File: config.mk
export PLATFORM = sky130hd
export DESIGN_NAME = cp_mem_stage
export DESIGN_NICKNAME = d
export VERILOG_FILES = /design/src/rtl/cp_pkg.sv /design/src/rtl/cp_lsu_align.sv /design/src/rtl/cp_mem_stage.sv
export SDC_FILE = /design/constraint.sdc
export NUM_CORES = 1
export LEC_CHECK = 0
export ABC_AREA = 1
export BUFFER_PORTS_ARGS = -buffer_cell sky130_fd_sc_hd__buf_2
export CAP_MARGIN = 20
export CORE_AREA = 2 2 116 118
export CTS_CLUSTER_DIAMETER = 30
export DETAILED_ROUTE_END_ITERATION = 10
export DIE_AREA = 0 0 118 120
export PLACE_DENSITY = 0.91
export SYNTH_ARGS = -nofsm -noshare
export SYNTH_HDL_FRONTEND = slang
export SYNTH_SLANG_ARGS = --single-unit
File: constraint.sdc
create_clock -name clk -period 1.9 [get_ports clk]
set_clock_uncertainty 0.1 [all_clocks]
set_input_delay 0.38 -clock clk [delete_from_list [all_inputs] [get_ports clk]]
set_output_delay 0.38 -clock clk [all_outputs]
set_load 0.01 [all_outputs]
File: src/rtl/cp_pkg.sv
// Shared definitions for the cp memory stage: func3 encodings, FSM state enum,
// bus/writeback payload structs and a small access-size helper.
package cp_pkg;

  localparam int unsigned XLEN = 32;
  localparam int unsigned BE_W = 4;
  localparam int unsigned RA_W = 5;

  // Load / store func3 encodings; func3[1:0] is the size, func3[2] the unsigned flag
  localparam logic [2:0] F3_LB  = 3'b000;
  localparam logic [2:0] F3_LH  = 3'b001;
  localparam logic [2:0] F3_LW  = 3'b010;
  localparam logic [2:0] F3_LBU = 3'b100;
  localparam logic [2:0] F3_LHU = 3'b101;
  localparam logic [2:0] F3_SB  = 3'b000;
  localparam logic [2:0] F3_SH  = 3'b001;
  localparam logic [2:0] F3_SW  = 3'b010;

  typedef enum logic [1:0] {
    IDLE = 2'd0,
    REQ  = 2'd1,
    RESP = 2'd2,
    OUT  = 2'd3
  } mem_state_e;

  // Outstanding data-bus request
  typedef struct packed {
    logic [XLEN-1:0] addr;
    logic [BE_W-1:0] be;
    logic [XLEN-1:0] wdata;
    logic            we;
  } dmem_req_t;

  // Writeback result
  typedef struct packed {
    logic [XLEN-1:0] data;
    logic [RA_W-1:0] rd_addr;
    logic            we;
    logic            err;
  } wb_res_t;

  // Halfword with odd address, or word (size 10/11) with a nonzero offset
  function automatic logic misaligned(input logic [1:0] size, input logic [1:0] off);
    return ((size == 2'b01) && off[0]) || (size[1] && (off != 2'b00));
  endfunction

endpackage

File: src/rtl/cp_lsu_align.sv
// Byte-lane alignment for the memory stage (combinational).
//   st_size_i/st_off_i/st_data_i/st_is_load_i -> be_o, wdata_o (request side)
//   ld_f3_i/ld_off_i/rdata_i                  -> ld_data_o     (response side)
// Low offset bits that do not apply to the access size are ignored, which
// masks misaligned halfword/word addresses.
module cp_lsu_align
  import cp_pkg::*;
(
  input  logic [1:0]      st_size_i,
  input  logic [1:0]      st_off_i,
  input  logic [XLEN-1:0] st_data_i,
  input  logic            st_is_load_i,
  output logic [BE_W-1:0] be_o,
  output logic [XLEN-1:0] wdata_o,
  input  logic [2:0]      ld_f3_i,
  input  logic [1:0]      ld_off_i,
  input  logic [XLEN-1:0] rdata_i,
  output logic [XLEN-1:0] ld_data_o
);

  logic [7:0]  ld_byte;
  logic [15:0] ld_half;

  // Loads read the whole word; stores enable only the addressed lanes
  always_comb begin
    be_o    = 4'b1111;
    wdata_o = st_data_i;
    if (!st_is_load_i) begin
      case (st_size_i)
        2'b00: begin
          be_o    = 4'b0001 << st_off_i;
          wdata_o = {4{st_data_i[7:0]}};
        end
        2'b01: begin
          be_o    = 4'b0011 << {st_off_i[1], 1'b0};
          wdata_o = {2{st_data_i[15:0]}};
        end
        default: ;
      endcase
    end
  end

  // Lane extraction then sign/zero extension
  always_comb begin
    case (ld_off_i)
      2'd0:    ld_byte = rdata_i[7:0];
      2'd1:    ld_byte = rdata_i[15:8];
      2'd2:    ld_byte = rdata_i[23:16];
      default: ld_byte = rdata_i[31:24];
    endcase
    ld_half = ld_off_i[1] ? rdata_i[31:16] : rdata_i[15:0];
    case (ld_f3_i)
      F3_LB:   ld_data_o = {{24{ld_byte[7]}}, ld_byte};
      F3_LBU:  ld_data_o = {24'd0, ld_byte};
      F3_LH:   ld_data_o = {{16{ld_half[15]}}, ld_half};
      F3_LHU:  ld_data_o = {16'd0, ld_half};
      default: ld_data_o = rdata_i;
    endcase
  end

endmodule

File: src/rtl/cp_mem_stage.sv
// Pipeline MEM stage: passes ALU results through, performs loads/stores on a
// req/gnt + rvalid data bus with a timeout, and presents a held WB result.
// Ports: clk, rst_n; EX side valid_ex_i/ready_ex_o + op fields; dmem_* bus;
// WB side valid_wb_o/ready_wb_i, rd_data/rd_addr/rd_we/err.
// Build option: CP_MEM_MISALIGN_EN faults misaligned halfword/word accesses
// without touching the bus; otherwise offending address bits are masked.
// TIMEOUT_CYC must be at least 1.
module cp_mem_stage
  import cp_pkg::*;
#(
  parameter int unsigned TIMEOUT_CYC = 255
) (
  input  logic            clk,
  input  logic            rst_n,
  input  logic            valid_ex_i,
  output logic            ready_ex_o,
  input  logic [XLEN-1:0] alu_rs_ex_i,
  input  logic [XLEN-1:0] rs2_data_ex_i,
  input  logic [RA_W-1:0] rd_addr_ex_i,
  input  logic            rd_we_ex_i,
  input  logic            dmem_re_ex_i,
  input  logic            dmem_we_ex_i,
  input  logic [2:0]      func3_ex_i,
  output logic            dmem_req_o,
  output logic            dmem_we_o,
  output logic [XLEN-1:0] dmem_addr_o,
  output logic [BE_W-1:0] dmem_be_o,
  output logic [XLEN-1:0] dmem_wdata_o,
  input  logic            dmem_gnt_i,
  input  logic            dmem_rvalid_i,
  input  logic [XLEN-1:0] dmem_rdata_i,
  output logic            valid_wb_o,
  input  logic            ready_wb_i,
  output logic [XLEN-1:0] rd_data_wb_o,
  output logic [RA_W-1:0] rd_addr_wb_o,
  output logic            rd_we_wb_o,
  output logic            err_wb_o
);

  localparam int unsigned CNT_W = $clog2(TIMEOUT_CYC + 1);
  localparam logic [CNT_W-1:0] CNT_LAST = CNT_W'(TIMEOUT_CYC - 1);

  mem_state_e      state_q, state_d;
  logic [CNT_W-1:0] cnt_q, cnt_d;
  logic            rdy_en_q;
  logic            req_q, req_d;
  dmem_req_t       bus_q, bus_d;
  logic [1:0]      off_q, off_d;
  logic [2:0]      f3_q, f3_d;
  logic            pend_we_q, pend_we_d;
  logic            valid_q, valid_d;
  wb_res_t         wb_q, wb_d;

  logic            accept;
  logic            is_st, is_ld, is_mem, mis;
  logic            timeout;
  logic [BE_W-1:0] al_be;
  logic [XLEN-1:0] al_wdata;
  logic [XLEN-1:0] al_ld_data;

  // Both re and we set counts as a store
  assign is_st  = dmem_we_ex_i;
  assign is_ld  = dmem_re_ex_i & ~dmem_we_ex_i;
  assign is_mem = is_st | is_ld;

`ifdef CP_MEM_MISALIGN_EN
  assign mis = misaligned(func3_ex_i[1:0], alu_rs_ex_i[1:0]);
`else
  assign mis = 1'b0;
`endif

  // rdy_en_q keeps ready low until the first clock edge after reset release
  assign ready_ex_o = rdy_en_q & ((state_q == IDLE) | ((state_q == OUT) & ready_wb_i));
  assign accept     = valid_ex_i & ready_ex_o;
  assign timeout    = (cnt_q == CNT_LAST);

  cp_lsu_align u_align (
    .st_size_i    (func3_ex_i[1:0]),
    .st_off_i     (alu_rs_ex_i[1:0]),
    .st_data_i    (rs2_data_ex_i),
    .st_is_load_i (is_ld),
    .be_o         (al_be),
    .wdata_o      (al_wdata),
    .ld_f3_i      (f3_q),
    .ld_off_i     (off_q),
    .rdata_i      (dmem_rdata_i),
    .ld_data_o    (al_ld_data)
  );

  // Next-state and registered-output logic
  always_comb begin
    state_d   = state_q;
    cnt_d     = cnt_q;
    req_d     = req_q;
    bus_d     = bus_q;
    off_d     = off_q;
    f3_d      = f3_q;
    pend_we_d = pend_we_q;
    valid_d   = valid_q;
    wb_d      = wb_q;

    unique case (state_q)
      IDLE: ;
      REQ: begin
        if (dmem_gnt_i) begin
          req_d    = 1'b0;
          bus_d.we = 1'b0;
          if (bus_q.we) begin
            // Stores complete on grant; nothing to write back
            state_d = OUT;
            valid_d = 1'b1;
            wb_d.we = 1'b0;
            wb_d.err = 1'b0;
          end else begin
            state_d = RESP;
            cnt_d   = '0;
          end
        end else if (timeout) begin
          state_d  = OUT;
          req_d    = 1'b0;
          bus_d.we = 1'b0;
          valid_d  = 1'b1;
          wb_d.we  = 1'b0;
          wb_d.err = 1'b1;
        end else begin
          cnt_d = cnt_q + CNT_W'(1);
        end
      end
      RESP: begin
        if (dmem_rvalid_i) begin
          state_d   = OUT;
          valid_d   = 1'b1;
          wb_d.data = al_ld_data;
          wb_d.we   = pend_we_q;
          wb_d.err  = 1'b0;
        end else if (timeout) begin
          state_d  = OUT;
          valid_d  = 1'b1;
          wb_d.we  = 1'b0;
          wb_d.err = 1'b1;
        end else begin
          cnt_d = cnt_q + CNT_W'(1);
        end
      end
      OUT: begin
        if (ready_wb_i) begin
          state_d = IDLE;
          valid_d = 1'b0;
        end
      end
      default: state_d = IDLE;
    endcase

    // New op from EX (IDLE, or OUT being drained this cycle)
    if (accept) begin
      wb_d = '{data: '0, rd_addr: rd_addr_ex_i, we: 1'b0, err: 1'b0};
      if (is_mem && mis) begin
        state_d  = OUT;
        valid_d  = 1'b1;
        wb_d.err = 1'b1;
      end else if (is_mem) begin
        state_d   = REQ;
        valid_d   = 1'b0;
        cnt_d     = '0;
        req_d     = 1'b1;
        bus_d     = '{addr: {alu_rs_ex_i[31:2], 2'b00}, be: al_be, wdata: al_wdata, we: is_st};
        off_d     = alu_rs_ex_i[1:0];
        f3_d      = func3_ex_i;
        pend_we_d = rd_we_ex_i & is_ld;
      end else begin
        state_d   = OUT;
        valid_d   = 1'b1;
        wb_d.data = alu_rs_ex_i;
        wb_d.we   = rd_we_ex_i;
      end
    end
  end

  // State and output registers
  always_ff @(posedge clk or negedge rst_n) begin
    if (!rst_n) begin
      state_q   <= IDLE;
      cnt_q     <= '0;
      rdy_en_q  <= 1'b0;
      req_q     <= 1'b0;
      bus_q     <= '0;
      off_q     <= '0;
      f3_q      <= '0;
      pend_we_q <= 1'b0;
      valid_q   <= 1'b0;
      wb_q      <= '0;
    end else begin
      state_q   <= state_d;
      cnt_q     <= cnt_d;
      rdy_en_q  <= 1'b1;
      req_q     <= req_d;
      bus_q     <= bus_d;
      off_q     <= off_d;
      f3_q      <= f3_d;
      pend_we_q <= pend_we_d;
      valid_q   <= valid_d;
      wb_q      <= wb_d;
    end
  end

  assign dmem_req_o   = req_q;
  assign dmem_we_o    = bus_q.we;
  assign dmem_addr_o  = bus_q.addr;
  assign dmem_be_o    = bus_q.be;
  assign dmem_wdata_o = bus_q.wdata;
  assign valid_wb_o   = valid_q;
  assign rd_data_wb_o = wb_q.data;
  assign rd_addr_wb_o = wb_q.rd_addr;
  assign rd_we_wb_o   = wb_q.we;
  assign err_wb_o     = wb_q.err;

endmodule

# After elaboration in Yosys (flattened, before gate mapping)
# Index checks and enable logic that the tools add are counted.
# word_totals
ff_bits	125
output_inout_bits	111
word_cells	102
# op_classes
addsub	1
eq_ne	12
n_shift	2
muxes	50
n_bitwise	8
n_reduce_logical	13
# ops
op	count
$mux W32	4
$pmux W32 S4	1
$pmux W32 S2	1
$mux W8	6
$mux W39	1
$pmux W8 S3	1
$mux W2	10
$mux W1	19
$mux W16	1
$pmux W8 S2	1
$add A8 B1 Y8 const B	1
$eq A8 B8 Y1 const B	1
$pmux W4 S2	1
$reduce_and A2 Y1	4
$eq A2 B1 Y1 const B	3
$eq A2 B2 Y1 const B	3
$eq A3 B3 Y1 const B	2
$logic_not A2 Y1	3
$pmux W2 S3	1
$and A1 B1 Y1	5
$mux W4	1
$ne A4 B4 Y1 const B	1
$pmux W2 S2	1
$reduce_bool A2 Y1	2
other kinds (11)	12

# Longest topological paths before layout
# depth
ltp_word	7
ltp_mapped	12
mapped_depth_nobuf	11

# Hierarchy
# A second synthesis with hierarchy kept.
# hier_totals
cells_unflattened	1002
hier_area_um2	6965.4
# modules_own_cells
mod	n_inst	cells_each	area_each_um2	seq_area_each_um2
cp_mem_stage	1	706	5599.1	3128.0
cp_lsu_align	1	296	1366.3	0.0

# Worst setup path before layout
# OpenSTA, ideal clock, no wires.
# synth_timing
path_kind	reg-to-reg
start	reg state_q[1]
end	reg bus_q (netlist bit dmem_wdata_o[28])
setup_ns	0.125
arrival_ns	1.628
t_required_ns	1.675
setup_slack_ns	0.047
stages_incl_launch_ff	11
synth_period_minus_slack_ns	1.853
path_cell_list	dfrtp_1 ha_1 nand2_1 a21boi_2 nand2_2 inv_2 nand2_1 buf_2 buf_2 nand2_1 nand3_1
# synth_between
elab_chain_cells	6
elab_cells_between_ends	7
classes_between	1 x eq/ne; 4 x bitwise; 2 x reduce/logical
# synth_rtl
element	line_no	rtl
start: declaration	cp_mem_stage.sv:43	mem_state_e state_q, state_d;
start signal: assignment	cp_mem_stage.sv:193	state_q <= state_d;
$eq A2 B2 Y1	cp_mem_stage.sv:73	assign ready_ex_o = rdy_en_q & ((state_q == IDLE) | ((state_q == OUT) & ready_wb_i));
$and A1 B1 Y1	cp_mem_stage.sv:73	
$or A1 B1 Y1 (*)	cp_mem_stage.sv:73	
$and A1 B1 Y1 (*)	cp_mem_stage.sv:73	
named net ready_ex_o	cp_mem_stage.sv:16	output logic ready_ex_o,
$and A1 B1 Y1 (*)	cp_mem_stage.sv:74	assign accept = valid_ex_i & ready_ex_o;
$reduce_and A2 Y1 (no source line) (*)	-	
end signal: assignment	cp_mem_stage.sv:197	bus_q <= bus_d;
end: declaration	cp_mem_stage.sv:47	dmem_req_t bus_q, bus_d;
# Mark *: on every way through the listed nets, which the timed path passes. The rest lies on a longest branch.
# A chain may end at the register's enable or synchronous reset.

# Final worst setup path
# layout_timing
start	reg state_q[0]
end	reg bus_q (netlist bit dmem_wdata_o[11])
# layout_between
elab_chain_cells	6
elab_cells_between_ends	7
classes_between	1 x eq/ne; 4 x bitwise; 2 x reduce/logical
# layout_rtl
element	line_no
$eq A2 B2 Y1	cp_mem_stage.sv:73
$and A1 B1 Y1	cp_mem_stage.sv:73
$or A1 B1 Y1 (*)	cp_mem_stage.sv:73
$and A1 B1 Y1 (*)	cp_mem_stage.sv:73
$and A1 B1 Y1 (*)	cp_mem_stage.sv:74
$reduce_and A2 Y1 (no source line) (*)	-
# Every way passes the cells marked *; elsewhere a longest branch is shown, timed or not.

==> metrics.md <==
| Metric | Value |
|---|---|
| Largest net degree at the start of global routing | 38 |
| Hold Path Origin | rd_addr_ex_i[1] |
| Highest fanout seen on the critical path | 7 |
| Failing checks | setup timing |
| Post-Route WL | 22100 um |
| Syn. warnings | 0 |
| CP top delay family | simple AND/OR/NAND/NOR gates |
| Outcome | finished, violations left |
| RSZ-0062 raised after global routing | true |
| First-pass GRT wire length | 32600 um |
| Root Buffer | clkbuf_16 |
| Initial Util | 0.499 |
| Ratio of cells with drive above 1 in the final layout | 0.354 |
| Grt met2 use | 0.473 |
| TritonRoute pass-1 iters | 7 |
| WP buf/inv | 3 |
| Input/output buffers | ~220 |
| WHS | around 0.058 ns |
| Pwr/cell area | 1680 nW/um^2 |
| Synthesized area per cell | 7.55 um^2 |
| Clk_lat worst skew | 0.43 ns |
| MaxCap Viol Count | 0 |
| Fillcell total | 1004 |
| Vias in the first global route | 6573 |
| Crit path kind | flip-flop to flip-flop |
| Fin worst setup slack | -0.0763 ns |
| Final min period | roughly 2 ns |
| Post-route antenna net violation count | 0 |
| Vias per inst | 5.44 |
| Worst Hold Class | input pin to flip-flop |
| Seq/Total Area, Yosys | 0.483 |
| Num CTS Buffers | 17 |
| H-Tree Level Count | 4 |
| Placed wire-length estimate | 14600 um |
| Worst setup EP type | flip-flop |
| Final Hold Viols | 0 |
| Die height | roughly 120 um |
| Yosys cell types | 33 |
| Met3 usage in global routing | 0.0637 |
| Total chip power | 0.0155 W |
| Final period utilization | 1.04 |
| Core area | 13000 um^2 |
| Max Slew Vio Count | 0 |
| Routed length per instance | 16.9 um |
| Area grow syn2layout | 41.8% |
| Total clock sinks | 125 |
| GR Util met1 | 0.373 |
| VDD IR max | 1030 uV |
| Leakage | 5.04 nW |
| Initial antenna violation count | 1 |
| Worst reg2reg startpoint | state_q[0] |
| Crit path launch | state_q[0] |
| Final nets | 1238 |
| Final setup vio count | 64 |
| Grt ovf | 0 |
| Most used routing layer | met2 |
| Gpl congestion | 0.953 |
| Startpoint types | flip-flop |
| Die Area | 14200 um^2 |
| Iter 0 DRT Violations | 836 |
| Vias | around 7100 |
| Synthesized instance count | 858 |
| Die X | 118 um |
| Mapped cell area | 6480 um^2 |
| Biggest cell delay along the critical path | between 0.4 and 0.5 ns |
| Reg clk slew, reported paths | around 0.060 ns |
| FF+latch count, synth | 125 |
| Max Freq | 506 MHz |
| Drc violations | 0 |
| IO Count | around 220 |
| CP cell instances | ha_2 -> nand2_2 -> a21boi_2 -> buf_4 -> nand2_8 -> nor2_4 -> buf_12 -> buf_6 -> nand3_2 -> o211ai_1 |
| CTS Buffer Depth | 2 |
| Dpl cells | ~1300 |
| Critical Path RT | 2.13 ns |
| Row count | 42 |
| Total GRT Usage | 0.288 |
| CTS tree | done |
| Crit path arrival time | 2.21 ns |
| Fin cells | 1308 |
| Slowest-stage cell, CP | dfrtp_1 |
## cells in the mapped netlist
cell type / n / area share
nand2_1: 353 / 0.20
dfrtp_1: 125 / 0.48
nand3_1: 68 / 0.053
nor2_1: 52 / 0.030
a21oi_1: 51 / 0.039
inv_1: 43 / 0.025
o21ai_0: 34 / 0.026
buf_2: 21 / 0.016
a21oi_2: 20 / 0.027
clkbuf_1: 14 / 0.0081
o211ai_1: 14 / 0.016
or2_2: 13 / 0.013
ha_1: 7 / 0.014
o21ai_1: 6 / 0.0046
o22ai_1: 5 / 0.0048
buf_6: 4 / 0.0070
buf_4: 3 / 0.0035
inv_2: 3 / 0.0017
nand2_2: 3 / 0.0029
buf_1: 2 / 0.0012
conb_1: 2 / 0.0012
nand4_1: 2 / 0.0019
nor2_2: 2 / 0.0019
nor3_1: 2 / 0.0015
a21boi_2: 1 / 0.0017
a22oi_1: 1 / 0.0012
a31o_2: 1 / 0.0014
a31oi_1: 1 / 0.00097
mux2_2: 1 / 0.0017
nand3b_1: 1 / 0.0012
nor2_8: 1 / 0.0031
o21a_1: 1 / 0.0012
o21bai_1: 1 / 0.0012
## sequential cells by signal (all words and copies together), names as in the netlist, 3 cells and up
register	cells
dmem_be_o	4
f3_q	3
dmem_addr_o	30
dmem_wdata_o	32
rd_addr_wb_o	5
rd_data_wb_o	32
cnt_q	8
## layer usage
layer / wire (um) / vias up
li1: - / 3280
met1: 8530 / 3325
met2: 10700 / 438
met3: 2000 / 75
met4: 851 / 0
met5: 0 / -
## cell families (layout without fill, tap and decap cells)
group | after synthesis | after routing | share of synthesized area
AND/OR/NAND/NOR | 497 | 497 | 0.312
AO/OA/AOI/OAI | 136 | 136 | 0.126
flip-flops | 125 | 125 | 0.483
buffers and inverters | 90 | 362 | 0.0626
adder cells (fa/ha/maj) | 7 | 7 | 0.0135
other | 2 | 4 | 0.00116
multiplexers | 1 | 1 | 0.00174
## where the power goes
group          switching (W)  internal (W)
registers           0.000740       0.00392
clock network        0.00126       0.00223
logic                0.00430       0.00300
total                0.00631       0.00915
## path summary, 6_finish.rpt
path                       cells after the start  slack [ns]          endpoint
max reg2reg                                   10       -0.08  dmem_wdata_o[11]
max in group asynchronous                      3        0.79          cnt_q[4]
min in group asynchronous                      2        0.33   dmem_addr_o[11]
max                                           10       -0.08  dmem_wdata_o[11]
min reg2reg                                    2        0.36   dmem_addr_o[19]
min                                            3        0.06   rd_addr_wb_o[1]
## area by class of cell
class / count / area [um^2] / share of cell area
antenna: 1 / 2.50 / 0.000272
tap: 176 / 220 / 0.0240
clock inverter: 14 / 191 / 0.0208
multi-input combinational: 644 / 3150 / 0.343
inverter: 46 / 173 / 0.0188
timing repair buffer: 284 / 1880 / 0.205
sequential: 125 / 3130 / 0.341
clock buffer: 18 / 439 / 0.0478
## layout by cell type, fill, tap and decap left out, types with 15 or more instances in the layout
cell type and count:
dfrtp_1 125, nand2_1 331, nand3_1 59, a21oi_1 51, nand2_2 15, nor2_1 51, buf_4 36, clkbuf_16 23
buf_2 220, o21ai_0 23, a21oi_2 20, inv_1 41
## stage by stage
step | setup TNS, ns | util | setup slack [ns] | cell area [um^2]
2_1_floorplan | 0 | - | 0.0468 | 6480
3_3_place_gp | 0 | 0.619 | 0.0249 | 8040
3_5_place_dp | -1.24 | 0.619 | -0.0826 | 8040
4_1_cts | 0 | 0.673 | 0.00988 | 8730
5_1_grt | -9.82 | 0.708 | -0.192 | 9190
6_report | -1.66 | 0.708 | -0.0763 | 9190
## worst min-delay path, delay by kind of cell
family | cells | cell delay (ns)
buffers and inverters | 1 | 0.07
and+or+nand+nor | 2 | 0.09
## timing repair
item	in CTS	in global routing
setup endpoints to repair	72	118
resized for setup	9	73
cloned	0	7
hold buffers	1	0
buffers inserted	3	8
hold endpoints to repair	33	0
pin swaps	3	25
No activity file was read; power rests on OpenSTA's default activity.
